`config.mk`:
```
export PLATFORM = sky130hd
export DESIGN_NAME = alu_issue_stage
export DESIGN_NICKNAME = d
export VERILOG_FILES = /design/src/rtl/alu_issue_stage.sv
export SDC_FILE = /design/constraint.sdc
export NUM_CORES = 1
export LEC_CHECK = 0
export BUFFER_PORTS_ARGS = -buffer_cell sky130_fd_sc_hd__buf_2
export CELL_PAD_IN_SITES_DETAIL_PLACEMENT = 0
export CELL_PAD_IN_SITES_GLOBAL_PLACEMENT = 1
export CORE_ASPECT_RATIO = 2
export CORE_UTILIZATION = 30
export CTS_CLUSTER_SIZE = 12
export DETAILED_ROUTE_END_ITERATION = 7
export PLACE_DENSITY_LB_ADDON = 0.12
export SETUP_SLACK_MARGIN = 0.1
export SLEW_MARGIN = 20
export SYNTH_ARGS = -nofsm -noshare
export SYNTH_HDL_FRONTEND = slang
export SYNTH_SLANG_ARGS = --single-unit
```
`constraint.sdc`:
```
create_clock -name clk -period 3.1 [get_ports clk]
set_input_delay 0.155 -clock clk [delete_from_list [all_inputs] [get_ports clk]]
set_output_delay 0.155 -clock clk [all_outputs]
set_load 0.01 [all_outputs]
```
`src/rtl/alu_issue_stage.sv`:
```
// alu_issue_stage: two-entry issue/result pipeline in front of a combinational
// 32-bit MIPS-style ALU. Stage 1 (alu_a, alu_b, alu_aluc) drives the ALU. Stage 2
// (out_*) captures the ALU result and flags. Throughput is one instruction per clock.
// Optional feature: define ALU_ISSUE_FWD_EN to forward in-flight results into the
// rs/rt operands at accept. Without it the register-index ports are ignored.
module alu_issue_stage #(
    parameter int DW = 32,
    parameter int RW = 5
) (
    input  logic          clk,
    input  logic          rst_n,
    input  logic          in_valid,
    output logic          in_ready,
    input  logic [5:0]    in_funct,
    input  logic          in_is_lui,
    input  logic [4:0]    in_shamt,
    input  logic [15:0]   in_imm,
    input  logic [DW-1:0] in_rs_data,
    input  logic [DW-1:0] in_rt_data,
    input  logic [RW-1:0] in_rs_idx,
    input  logic [RW-1:0] in_rt_idx,
    input  logic [RW-1:0] in_rd_idx,
    output logic [DW-1:0] alu_a,
    output logic [DW-1:0] alu_b,
    output logic [5:0]    alu_aluc,
    input  logic [DW-1:0] alu_r,
    input  logic          alu_zero,
    input  logic          alu_carry,
    input  logic          alu_negative,
    input  logic          alu_overflow,
    input  logic          alu_flag,
    output logic          out_valid,
    input  logic          out_ready,
    output logic [DW-1:0] out_r,
    output logic [RW-1:0] out_rd,
    output logic [4:0]    out_flags,
    output logic          out_ovf_trap,
    output logic          out_illegal
);

    // funct / aluc codes understood by the downstream ALU
    localparam logic [5:0] F_SLL  = 6'b000000;
    localparam logic [5:0] F_SRL  = 6'b000010;
    localparam logic [5:0] F_SRA  = 6'b000011;
    localparam logic [5:0] F_SLLV = 6'b000100;
    localparam logic [5:0] F_SRLV = 6'b000110;
    localparam logic [5:0] F_SRAV = 6'b000111;
    localparam logic [5:0] F_ADD  = 6'b100000;
    localparam logic [5:0] F_ADDU = 6'b100001;
    localparam logic [5:0] F_SUB  = 6'b100010;
    localparam logic [5:0] F_SUBU = 6'b100011;
    localparam logic [5:0] F_AND  = 6'b100100;
    localparam logic [5:0] F_OR   = 6'b100101;
    localparam logic [5:0] F_XOR  = 6'b100110;
    localparam logic [5:0] F_NOR  = 6'b100111;
    localparam logic [5:0] F_SLT  = 6'b101010;
    localparam logic [5:0] F_SLTU = 6'b101011;
    localparam logic [5:0] ALUC_LUI     = 6'b001111;
    // Illegal instructions issue a harmless ADDU 0+0; stage 2 masks the result anyway.
    localparam logic [5:0] ALUC_ILLEGAL = 6'b100001;

    logic          s1_valid;
    logic          s1_illegal;
    logic [RW-1:0] s1_rd;
    logic          s1_adv;
    logic          accept;

    logic [DW-1:0] rs_op;
    logic [DW-1:0] rt_op;
    logic [DW-1:0] dec_a;
    logic [DW-1:0] dec_b;
    logic [5:0]    dec_aluc;
    logic          dec_illegal;

    // Stage 1 moves on when stage 2 is empty or is draining this cycle.
    assign s1_adv   = s1_valid & (~s2_empty_n() | out_ready);
    assign in_ready = ~s1_valid | s1_adv;
    assign accept   = in_valid & in_ready;

    function automatic logic s2_empty_n();
        return out_valid;
    endfunction

`ifdef ALU_ISSUE_FWD_EN
    // Operand forwarding: the youngest legal in-flight producer wins. Register 0 is never forwarded.
    always_comb begin
        rs_op = in_rs_data;
        rt_op = in_rt_data;
        if (in_rs_idx != '0 && s1_valid && !s1_illegal && in_rs_idx == s1_rd) begin
            rs_op = alu_r;
        end else if (in_rs_idx != '0 && out_valid && !out_illegal && in_rs_idx == out_rd) begin
            rs_op = out_r;
        end
        if (in_rt_idx != '0 && s1_valid && !s1_illegal && in_rt_idx == s1_rd) begin
            rt_op = alu_r;
        end else if (in_rt_idx != '0 && out_valid && !out_illegal && in_rt_idx == out_rd) begin
            rt_op = out_r;
        end
    end
`else
    // Without forwarding the source indices carry no meaning for this block.
    logic unused_idx;
    assign unused_idx = ^{in_rs_idx, in_rt_idx};
    assign rs_op      = in_rs_data;
    assign rt_op      = in_rt_data;
`endif

    // Decode: choose operands and the ALU op code from funct / LUI.
    always_comb begin
        // NOTE: every output of a combinational block gets a default first, so no latch is inferred.
        dec_a       = '0;
        dec_b       = '0;
        dec_aluc    = ALUC_ILLEGAL;
        dec_illegal = 1'b0;
        if (in_is_lui) begin
            dec_aluc = ALUC_LUI;
            dec_b    = {{(DW-16){1'b0}}, in_imm};
        end else begin
            case (in_funct)
                F_SLL, F_SRL, F_SRA: begin
                    dec_a    = {{(DW-5){1'b0}}, in_shamt};
                    dec_b    = rt_op;
                    dec_aluc = in_funct;
                end
                F_ADD, F_ADDU, F_SUB, F_SUBU, F_AND, F_OR, F_XOR, F_NOR,
                F_SLT, F_SLTU, F_SLLV, F_SRLV, F_SRAV: begin
                    dec_a    = rs_op;
                    dec_b    = rt_op;
                    dec_aluc = in_funct;
                end
                default: begin
                    dec_illegal = 1'b1;
                end
            endcase
        end
    end

    // Stage 1 (issue): load on accept, empty when it advances with nothing behind it.
    always_ff @(posedge clk or negedge rst_n) begin
        if (!rst_n) begin
            s1_valid   <= 1'b0;
            s1_illegal <= 1'b0;
            s1_rd      <= '0;
            alu_a      <= '0;
            alu_b      <= '0;
            alu_aluc   <= '0;
        end else begin
            // NOTE: registers use non-blocking assignments so every flop samples pre-edge values.
            if (accept) begin
                s1_valid   <= 1'b1;
                s1_illegal <= dec_illegal;
                s1_rd      <= in_rd_idx;
                alu_a      <= dec_a;
                alu_b      <= dec_b;
                alu_aluc   <= dec_aluc;
            end else if (s1_adv) begin
                s1_valid <= 1'b0;
            end
        end
    end

    // Stage 2 (result): capture ALU outputs on advance, otherwise drain on out_ready.
    always_ff @(posedge clk or negedge rst_n) begin
        if (!rst_n) begin
            out_valid    <= 1'b0;
            out_r        <= '0;
            out_rd       <= '0;
            out_flags    <= '0;
            out_ovf_trap <= 1'b0;
            out_illegal  <= 1'b0;
        end else if (s1_adv) begin
            out_valid    <= 1'b1;
            out_rd       <= s1_rd;
            out_illegal  <= s1_illegal;
            out_r        <= s1_illegal ? '0 : alu_r;
            out_flags    <= s1_illegal ? 5'b0
                          : {alu_zero, alu_carry, alu_negative, alu_overflow, alu_flag};
            out_ovf_trap <= ~s1_illegal & alu_overflow
                          & ((alu_aluc == F_ADD) | (alu_aluc == F_SUB));
        end else if (out_ready) begin
            out_valid <= 1'b0;
        end
    end

endmodule
```
==> run summary, run 1 <==
status -> finished, final reports clean
leakage power summed over all cells -> 4.08 nW
sequential-to-total area share from yosys stat -> 58.5%
clock latency of the later-clocked register in the worst-skew pair -> 0.41 ns
post-route minimum period -> 1.76 ns
crit share post-route -> 56.7%
detailed-route DRC error count -> 0
Max FO, Critical Path -> 40
total nets after synthesis -> 674
master of the slowest instance on the critical path -> sky130_fd_sc_hd__buf_4
global-route wire length before repair -> 25300 um
most common cell after layout, fill and taps aside -> sky130_fd_sc_hd__buf_2
maximum buffer depth of the clock tree -> 2
Critical Path RT -> 3.44 ns
worst min-delay path class -> in2reg
Clock Root Buffer -> sky130_fd_sc_hd__clkbuf_16
Synth Area per Inst -> 9.92 um^2
part of the total power dissipated in sequential elements -> 38.2%
P_sw -> 0.00128 W
Core Region -> 0.0168 mm^2
GPL Wtd Cong -> 0.764
synthesized instance count -> 526
power share of the combinational group -> 17.2%
total of flip-flops plus latches after synthesis -> 122
final setup skew -> 0.00711 ns
sort of element at the end of the critical path -> flop
pins over their slew limit -> 0
clock share of power -> 44.6%
cell row count -> 67
Worst EP arrival -> 2.10 ns
number of sinks on the clock net -> 122
combined area of all synthesized cells -> 0.00522 mm^2
count of unique library cells instantiated by Yosys -> 33
fraction of power spent switching nets -> 25.9%
CTS tree -> built
Max IR drop VDD -> 0.350 mV
type of the worst setup path -> reg2reg
hold buffers post-CTS -> 85
clock-pin transition on the worst setup and hold timing paths -> 0.06 ns
dominant delay contributor by cell family on the critical path -> simple AND/OR/NAND/NOR gates
final-layout setup total negative slack -> 0 ns
deepest level of the CTS H-tree -> 4
global route total overflow -> 0
vertical die dimension -> 188 um
post-CTS setup buffers -> 0
Ant. Diodes -> 0
maximum number of pins on one net before global-route repair -> 55
die area -> 0.0180 mm^2
Num CTS Buffers -> 17
area growth from synthesis to layout -> 55.9%
crit-path cells -> nand3b_1 > nand2_2 > buf_4 > nand2_1 > o21ai_2
Detailed Routing Iterations Pass 1 -> 4
# setup viols final -> 0
ratio of routed vias to standard cells -> 4.64
Post-layout nets -> 1001
worst path bufs/invs -> 1
total vias in the final route -> 4982
overall die width -> 95.2 um
final instance area -> 0.00813 mm^2
unrepaired setup endpoints after global routing -> no
Critical Path Max Stage Delay -> 0.48 ns
total power density per cell area -> 607 mW/mm^2
DR WL/cell -> 14.5 um
slew of the pin with the lowest slew margin -> 0.977 ns
post-detailed-placement cell area -> 0.00662 mm^2
routed wire length -> 15600 um
layout cells sized above 1 -> 38.5%
global router's overall resource usage -> 18.3%
worst slew slack as a fraction of its limit -> 34.9%
Iter 0 DRT Violations -> 119
HPWL reported at the end of detailed placement -> 10800 um
boundary pin count -> 264
antenna violation net count after detailed routing -> 0
startpoint type of the worst setup path -> flop
hold violation count in the final report -> 0
Fmax achieved -> 569 MHz
Int Power -> 0.00366 W
number of global-route vias before repair -> 5265
yosys warns -> 0
antenna violations before repair -> 0
commonest cells after routing, fill and taps aside -> sky130_fd_sc_hd__buf_2, sky130_fd_sc_hd__nand2_1, sky130_fd_sc_hd__dfrtp_1, sky130_fd_sc_hd__dlygate4sd3_1, sky130_fd_sc_hd__o21ai_0
Max Cap Viol -> 0
initial core utilization -> 31.0%
number of buffers inserted by port buffering -> 253
Gates resized, CTS repair -> 0
[logic make-up (layout without fill, tap and decap cells)]
kind of cell / after synthesis / count (layout) / share of synthesized area, %
flops: 122 / 122 / 58.5
mux: 6 / 6 / 1.30
buf+inv: 39 / 379 / 3.86
simple gates: 223 / 223 / 19.3
compound gates: 136 / 136 / 17.1
[final timing paths]
check	slack, ns	start	cells past startpoint	endpoint
max in group asynchronous	1.95	rst_n	3	alu_a[11]
worst min-delay path	0.02	alu_r[19]	3	out_r[19]
worst max-delay path	1.34	s1_valid	5	alu_a[15]
worst max register to register	1.34	s1_valid	5	alu_a[15]
min in group asynchronous	0.33	rst_n	2	out_flags[3]
worst min register to register	0.46	s1_rd[2]	2	s1_rd[2]
[per-layer routing]
| layer | track usage, % | vias up | routed length (um) |
|---|---|---|---|
| met5 | 0 | - | 0 |
| met1 | 19.1 | 2340 | 5840 |
| met2 | 33.1 | 189 | 8340 |
| met3 | 4.68 | 29 | 939 |
| li1 | - | 2424 | - |
| met4 | 8.39 | 0 | 456 |
[per-stage QoR]
step | total power (W) | std cells | utilization [%] | worst slack [ns] | hold slack, ns
floorplan | 0.00230 | 526 | - | 1.61 | -0.141
global placement | 0.00268 | 956 | 39.3 | 1.18 | 0.254
detailed placement | 0.00270 | 956 | 39.3 | 1.10 | 0.259
CTS | 0.00502 | 1073 | 48.3 | 1.29 | 0.0000129
global route | 0.00520 | 1073 | 48.3 | 1.10 | 0.00215
finish | 0.00493 | 1073 | 48.3 | 1.34 | 0.0174
[cell type report]
type	count	area, um^2
timing repair buffer	345	2180
clock buffer	20	467
tap	207	259
inverter	2	7.51
multi-input combinational	365	1970
sequential	122	3050
clock inverter	12	194
fill	1613	8720
[sequential cells by signal (all words and copies together), names as in the netlist]
signal and count:
s1_illegal 1, out_flags 5, out_illegal 1, out_r 32, alu_b 32, alu_aluc 6
s1_valid 1, s1_rd 5, alu_a 32, out_rd 5, out_ovf_trap 1, out_valid 1
[worst reg2reg max path, stage by stage (launching register included)]
cell,delay [ns]
sky130_fd_sc_hd__dfrtp_1,0.37
sky130_fd_sc_hd__nand3b_1,0.17
sky130_fd_sc_hd__nand2_2,0.44
sky130_fd_sc_hd__buf_4,0.48
sky130_fd_sc_hd__nand2_1,0.15
sky130_fd_sc_hd__o21ai_2,0.07
[power by group through the flow]
stage	logic [W]	registers [W]	clock network [W]
detailed placement	0.000782	0.00191	0
global placement	0.000770	0.00191	0
CTS	0.000869	0.00189	0.00226
global route	0.000952	0.00191	0.00234
floorplan	0.000316	0.00198	0
finish	0.000849	0.00188	0.00220
[cells in the mapped netlist (all sizes together)]
cell type,number,area (um^2)
nand2,148,563
dfrtp,122,3050
o21ai,85,504
nand2b,43,277
nor2,21,78.8
clkbuf,19,71.3
a21oi,18,90.1
buf,18,123
a32oi,16,140
mux2,6,67.6
a31o,5,43.8
a32o,5,50.1
a31oi,3,18.8
and2,3,18.8
inv,2,7.51
nor4,2,18.8
o31ai,2,15.0
a21boi,1,18.8
and3,1,6.26
nand3b,1,7.51
nor2b,1,8.76
nor3b,1,7.51
nor4b,1,8.76
o41ai,1,8.76
or4b,1,10.0
(Power assumes the default switching activity.)
==> run 2, diff against run 1 <==
- ABC_AREA: unset -> 1
- CORE_UTILIZATION: 30 -> 29
- clock period: 3.1 -> 1.5 ns (I/O delays scaled with it)
==> run summary, run 2 <==
final-layout setup total negative slack -> 0 ns
Max IR drop VDD -> 0.647 mV
dominant delay contributor by cell family on the critical path -> buffers and inverters
Critical Path Max Stage Delay -> 0.53 ns
Post-layout nets -> 1066
detailed-route DRC error count -> 0
hold violation count in the final report -> 0
final setup margin -> 0.164 ns
total vias in the final route -> 5096
antenna violation net count after detailed routing -> 0
slew of the pin with the lowest slew margin -> 0.377 ns
crit-path cells -> dlygate4sd3_1 > buf_2 > nand2_4 > nand2_1 > nand2_4 > nand2_8 > a21oi_4 > buf_6 > nand2_1 > nand2_1
Post-synth EDFFs -> 0
post-route minimum period -> 1.34 ns
Fmax achieved -> 748 MHz
clock latency of the later-clocked register in the worst-skew pair -> 0.41 ns
synthesized instance count -> 522
initial core utilization -> 29.7%
number of fillers in the final layout -> 1595
type of the worst setup path -> in2reg
unrepaired setup endpoints after global routing -> no
number of sinks on the clock net -> 122
deepest level of the CTS H-tree -> 4
total power density per cell area -> 1250 mW/mm^2
Ant. Diodes -> 0
# setup viols final -> 0
count of unique library cells instantiated by Yosys -> 25
routed wire length -> 16600 um
layout cells sized above 1 -> 35.0%
commonest cells after routing, fill and taps aside -> sky130_fd_sc_hd__buf_2, sky130_fd_sc_hd__nand2_1, sky130_fd_sc_hd__dlygate4sd3_1, sky130_fd_sc_hd__dfrtp_1, sky130_fd_sc_hd__nor2_1
HPWL reported at the end of detailed placement -> 11300 um
Clock Root Buffer -> sky130_fd_sc_hd__clkbuf_16
overall power after layout -> 0.0107 W
cell row count -> 67
worst min-delay path class -> in2reg
pins over their slew limit -> 0
antenna violations before repair -> 0
master of the slowest instance on the critical path -> sky130_fd_sc_hd__dlygate4sd3_1
Synth Area per Inst -> 9.48 um^2
combined area of all synthesized cells -> 0.00495 mm^2
global router's overall resource usage -> 19.6%
number of buffers inserted by port buffering -> 253
global route total overflow -> 0
crit share post-route -> 89.1%
Worst EP arrival -> 1.69 ns
Post-Place Setup Slack -> 0.00493 ns
most area-consuming cells after synthesis -> sky130_fd_sc_hd__dfrtp_1, sky130_fd_sc_hd__nand2_1, sky130_fd_sc_hd__a22o_1
maximum number of pins on one net before global-route repair -> 48
Critical Path RT -> 1.85 ns
Max Cap Viol -> 0
commonest register cell after synthesis -> sky130_fd_sc_hd__dfrtp_1
Util after Layout -> 51.5%
asr flop ratio synth -> 100%
startpoint type of the worst setup path -> input pin
CTS tree -> built
GPL Wtd Cong -> 0.798
vertical die dimension -> 187 um
cell with the most instances after synthesis -> sky130_fd_sc_hd__nand2_1
Max FO, Critical Path -> 8
most frequent cells after synthesis -> sky130_fd_sc_hd__nand2_1, sky130_fd_sc_hd__dfrtp_1, sky130_fd_sc_hd__nor2_1
die area -> 0.0176 mm^2
boundary pin count -> 264
number of global-route vias before repair -> 5431
global-route wire length before repair -> 26300 um
Num CTS Buffers -> 17
DR WL/cell -> 14.6 um
total nets after synthesis -> 670
Core Region -> 0.0167 mm^2
final setup skew -> 0.00814 ns
Iter 0 DRT Violations -> 124
clock-pin transition on the worst setup and hold timing paths -> 0.06 ns
yosys warns -> 0
fraction of post-synthesis cell area in the top cell type by area -> 61.7%
most area-hungry cell type in the Yosys netlist -> sky130_fd_sc_hd__dfrtp_1
total of flip-flops plus latches after synthesis -> 122
leakage power summed over all cells -> 4.67 nW
overall die width -> 94.4 um
worst slew slack as a fraction of its limit -> 74.9%
status -> finished, final reports clean
area growth from synthesis to layout -> 73.5%
multi-input logic area -> 0.00172 mm^2
Detailed Routing Iterations Pass 1 -> 4
maximum buffer depth of the clock tree -> 2
ratio of routed vias to standard cells -> 4.48
most common cell after layout, fill and taps aside -> sky130_fd_sc_hd__buf_2
sequential-to-total area share from yosys stat -> 61.7%
worst path bufs/invs -> 3
biggest regs -> alu_a (32), alu_b (32), out_r (32)
library cell appearing most often on the critical path -> sky130_fd_sc_hd__nand2_1
sort of element at the end of the critical path -> flop
flip-flop and latch area -> 0.00305 mm^2
==> run 2: path summary, 6_finish.rpt <==
kind,from,endpoint,slack (ns),depth (start not counted)
worst min-delay path,in_rs_data[2],alu_a[2],0.02,5
worst max-delay path,in_funct[0],alu_b[22],0.16,10
max in group asynchronous,rst_n,out_r[11],0.80,3
worst min register to register,alu_a[2],alu_a[2],0.47,2
min in group asynchronous,rst_n,alu_b[0],0.12,2
worst max register to register,s1_valid,alu_b[22],0.18,8
==> run 2: metrics by stage <==
step / instances / hold WS [ns] / area, um^2
after detailed placement: 969 / 0.0226 / 6500
after global routing: 1138 / 0.0392 / 8590
after global placement: 969 / 0.0212 / 6500
final: 1138 / 0.0248 / 8590
after CTS: 1131 / 0.00612 / 8450
after floorplan: 522 / -0.221 / 4950
==> run 2: repair_timing <==
item,CTS,global route
pin swaps,2,7
cloned,1,1
resized for setup,5,18
hold endpoints to repair,232,0
setup buffers,2,6
hold buffers,127,0
setup endpoints to repair,48,47
==> run 2: final cells by class <==
type | count | share of cell area (%)
Tap cell | 207 | 3.02
Inverter | 32 | 1.54
Multi-Input combinational cell | 342 | 20.0
Clock buffer | 21 | 5.36
Sequential cell | 122 | 35.6
Clock inverter | 11 | 1.97
Timing Repair Buffer | 403 | 32.6
==> run 2: kinds of logic (layout without fill, tap and decap cells) <==
group,Yosys count,after routing,synth area share (%)
buffers and inverters,59,467,5.31
AO/OA/AOI/OAI,86,86,11.6
AND/OR/NAND/NOR,255,256,21.4
flip-flops,122,122,61.7
==> run 2: where the power goes <==
group,switching (W),total [W],internal (W)
clock,0.00148,0.00435,0.00286
sequential,0.000265,0.00406,0.00379
combinational,0.00120,0.00232,0.00112
==> run 2: worst reg2reg max path: cells and delay by family, from the launching register on <==
kind                   cells  cell delay, ns
flip-flops                 1            0.41
AO/OA/AOI/OAI              1            0.19
buffers and inverters      2            0.25
AND/OR/NAND/NOR            5            0.43
==> run 2: per-layer routing <==
layer / part of all wire (%) / global-route usage, % / up-vias
li1: - / - / 2465
met1: 37 / 19.3 / 2409
met2: 54 / 36.0 / 180
met3: 5.2 / 4.48 / 42
met4: 4.1 / 11.0 / 0
met5: 0 / 0 / -
==> run 3, diff against run 2 <==
- CORE_UTILIZATION: 29 -> 30
- clock period: 1.5 -> 1.3 ns (I/O delays scaled with it)
==> run summary, run 3 (same netlist as run 2, synthesis figures left out) <==
status -> finished, final reports clean
number of buffers inserted by port buffering -> 253
Max Cap Viol -> 0
crit-path cells -> nand3_2 > nand2_4 > inv_6 > nand2_8 > a21oi_4 > buf_12 > nand2_1 > nand2_1
worst min-delay path class -> in2reg
Core Region -> 0.0162 mm^2
worst path bufs/invs -> 2
crit share post-route -> 96.1%
slew of the pin with the lowest slew margin -> 0.325 ns
Iter 0 DRT Violations -> 127
CTS tree -> built
boundary pin count -> 264
Post-layout nets -> 1062
unrepaired setup endpoints after global routing -> yes
clock latency of the later-clocked register in the worst-skew pair -> 0.41 ns
number of fillers in the final layout -> 1540
global-route wire length before repair -> 25300 um
dominant delay contributor by cell family on the critical path -> flip-flops
number of global-route vias before repair -> 5265
global router's overall resource usage -> 19.3%
area growth from synthesis to layout -> 72.5%
total instance count after detailed placement -> 970
routed wire length -> 16100 um
deepest level of the CTS H-tree -> 4
# setup viols final -> 0
commonest cells after routing, fill and taps aside -> sky130_fd_sc_hd__buf_2, sky130_fd_sc_hd__nand2_1, sky130_fd_sc_hd__dlygate4sd3_1, sky130_fd_sc_hd__dfrtp_1, sky130_fd_sc_hd__nor2_1
cell row count -> 66
number of cells in the finished layout apart from fillers -> 1131
total power density per cell area -> 1450 mW/mm^2
Critical Path Max Stage Delay -> 0.40 ns
Clock Root Buffer -> sky130_fd_sc_hd__clkbuf_16
DR WL/cell -> 14.3 um
sort of element at the end of the critical path -> flop
biggest regs -> alu_a (32), alu_b (32), out_r (32)
GPL Wtd Cong -> 0.779
Detailed Routing Iterations Pass 1 -> 4
Num CTS Buffers -> 17
die area -> 0.0170 mm^2
ratio of routed vias to standard cells -> 4.51
overall power after layout -> 0.0123 W
most common cell after layout, fill and taps aside -> sky130_fd_sc_hd__buf_2
startpoint type of the worst setup path -> flop
Worst EP arrival -> 1.59 ns
layout cells sized above 1 -> 35.3%
master of the slowest instance on the critical path -> sky130_fd_sc_hd__dfrtp_1
Critical Path RT -> 1.64 ns
post-route minimum period -> 1.25 ns
clock-pin transition on the worst setup and hold timing paths -> 0.05 ns
Fmax achieved -> 801 MHz
pins over their slew limit -> 0
vertical die dimension -> 184 um
library cell appearing most often on the critical path -> sky130_fd_sc_hd__nand2_1
detailed-route DRC error count -> 0
maximum number of pins on one net before global-route repair -> 56
final setup skew -> 0.00820 ns
hold violation count in the final report -> 0
maximum buffer depth of the clock tree -> 2
Ant. Diodes -> 0
Max IR drop VDD -> 0.883 mV
global route total overflow -> 0
antenna violation net count after detailed routing -> 0
number of sinks on the clock net -> 122
total vias in the final route -> 5102
leakage power summed over all cells -> 4.65 nW
Max FO, Critical Path -> 16
antenna violations before repair -> 0
type of the worst setup path -> reg2reg
overall die width -> 92.8 um
HPWL reported at the end of detailed placement -> 11200 um
initial core utilization -> 30.6%
worst slew slack as a fraction of its limit -> 78.3%
## run 3: metal layers
| layer | vias to the layer above | part of all wire, % | global-route usage [%] |
|---|---|---|---|
| li1 | 2463 | - | - |
| met5 | - | 0 | 0 |
| met1 | 2429 | 36 | 19.0 |
| met3 | 20 | 5.3 | 4.80 |
| met2 | 190 | 57 | 37.0 |
| met4 | 0 | 2.1 | 8.25 |
## run 3: power breakdown
part | switching, W | internal, W | leakage, nW
clock network | 0.00168 | 0.00331 | 0.307
registers | 0.000313 | 0.00438 | 1.57
logic | 0.00137 | 0.00129 | 2.77
total | 0.00336 | 0.00898 | 4.65
## run 3: timing repair
| item | 4_1_cts | 5_1_grt |
|---|---|---|
| hold buffers | 128 | 0 |
| gates resized for setup | 10 | 5 |
| pin swaps | 0 | 1 |
| endpoints found under the setup margin | 101 | 114 |
| hold endpoints to repair | 233 | 0 |
| cloned | 0 | 0 |
| buffers inserted | 0 | 1 |
## run 3: layout make-up
type	count	area [um^2]	share of cell area, %
inverter	32	125	1.47
clock buffer	21	460	5.39
timing repair buffer	400	2790	32.7
sequential	122	3050	35.8
tap	204	255	2.99
multi-input combinational	341	1680	19.7
clock inverter	11	169	1.98
## run 3: final timing paths
kind,to,slack (ns),start,cells past startpoint
max,alu_b[17],0.05,out_valid,8
min,alu_aluc[0],0.02,in_is_lui,3
max reg2reg,alu_b[17],0.05,out_valid,8
min reg2reg,alu_a[0],0.47,alu_a[0],2
max in group asynchronous,out_r[18],0.60,rst_n,3
min in group asynchronous,out_r[8],0.09,rst_n,2
## run 3: worst min-delay path: stages
cell and delay [ns]:
sky130_fd_sc_hd__buf_2 0.14, sky130_fd_sc_hd__nor3_1 0.07, sky130_fd_sc_hd__a21oi_1 0.11
## run 3: per-stage QoR
| stage | cell area [um^2] | setup WS (ns) | utilization [%] | hold WS [ns] | setup TNS (ns) |
|---|---|---|---|---|---|
| floorplan | 4970 | 0.0566 | - | -0.231 | 0 |
| global placement | 6570 | 0.0515 | 40.6 | -0.0256 | 0 |
| detailed placement | 6570 | 0.0259 | 40.6 | -0.0208 | 0 |
| CTS | 8520 | 0.0264 | 52.6 | 0.000445 | 0 |
| global route | 8540 | -0.0623 | 52.7 | 0.0312 | -1.32 |
| finish | 8540 | 0.0512 | 52.7 | 0.0190 | 0 |
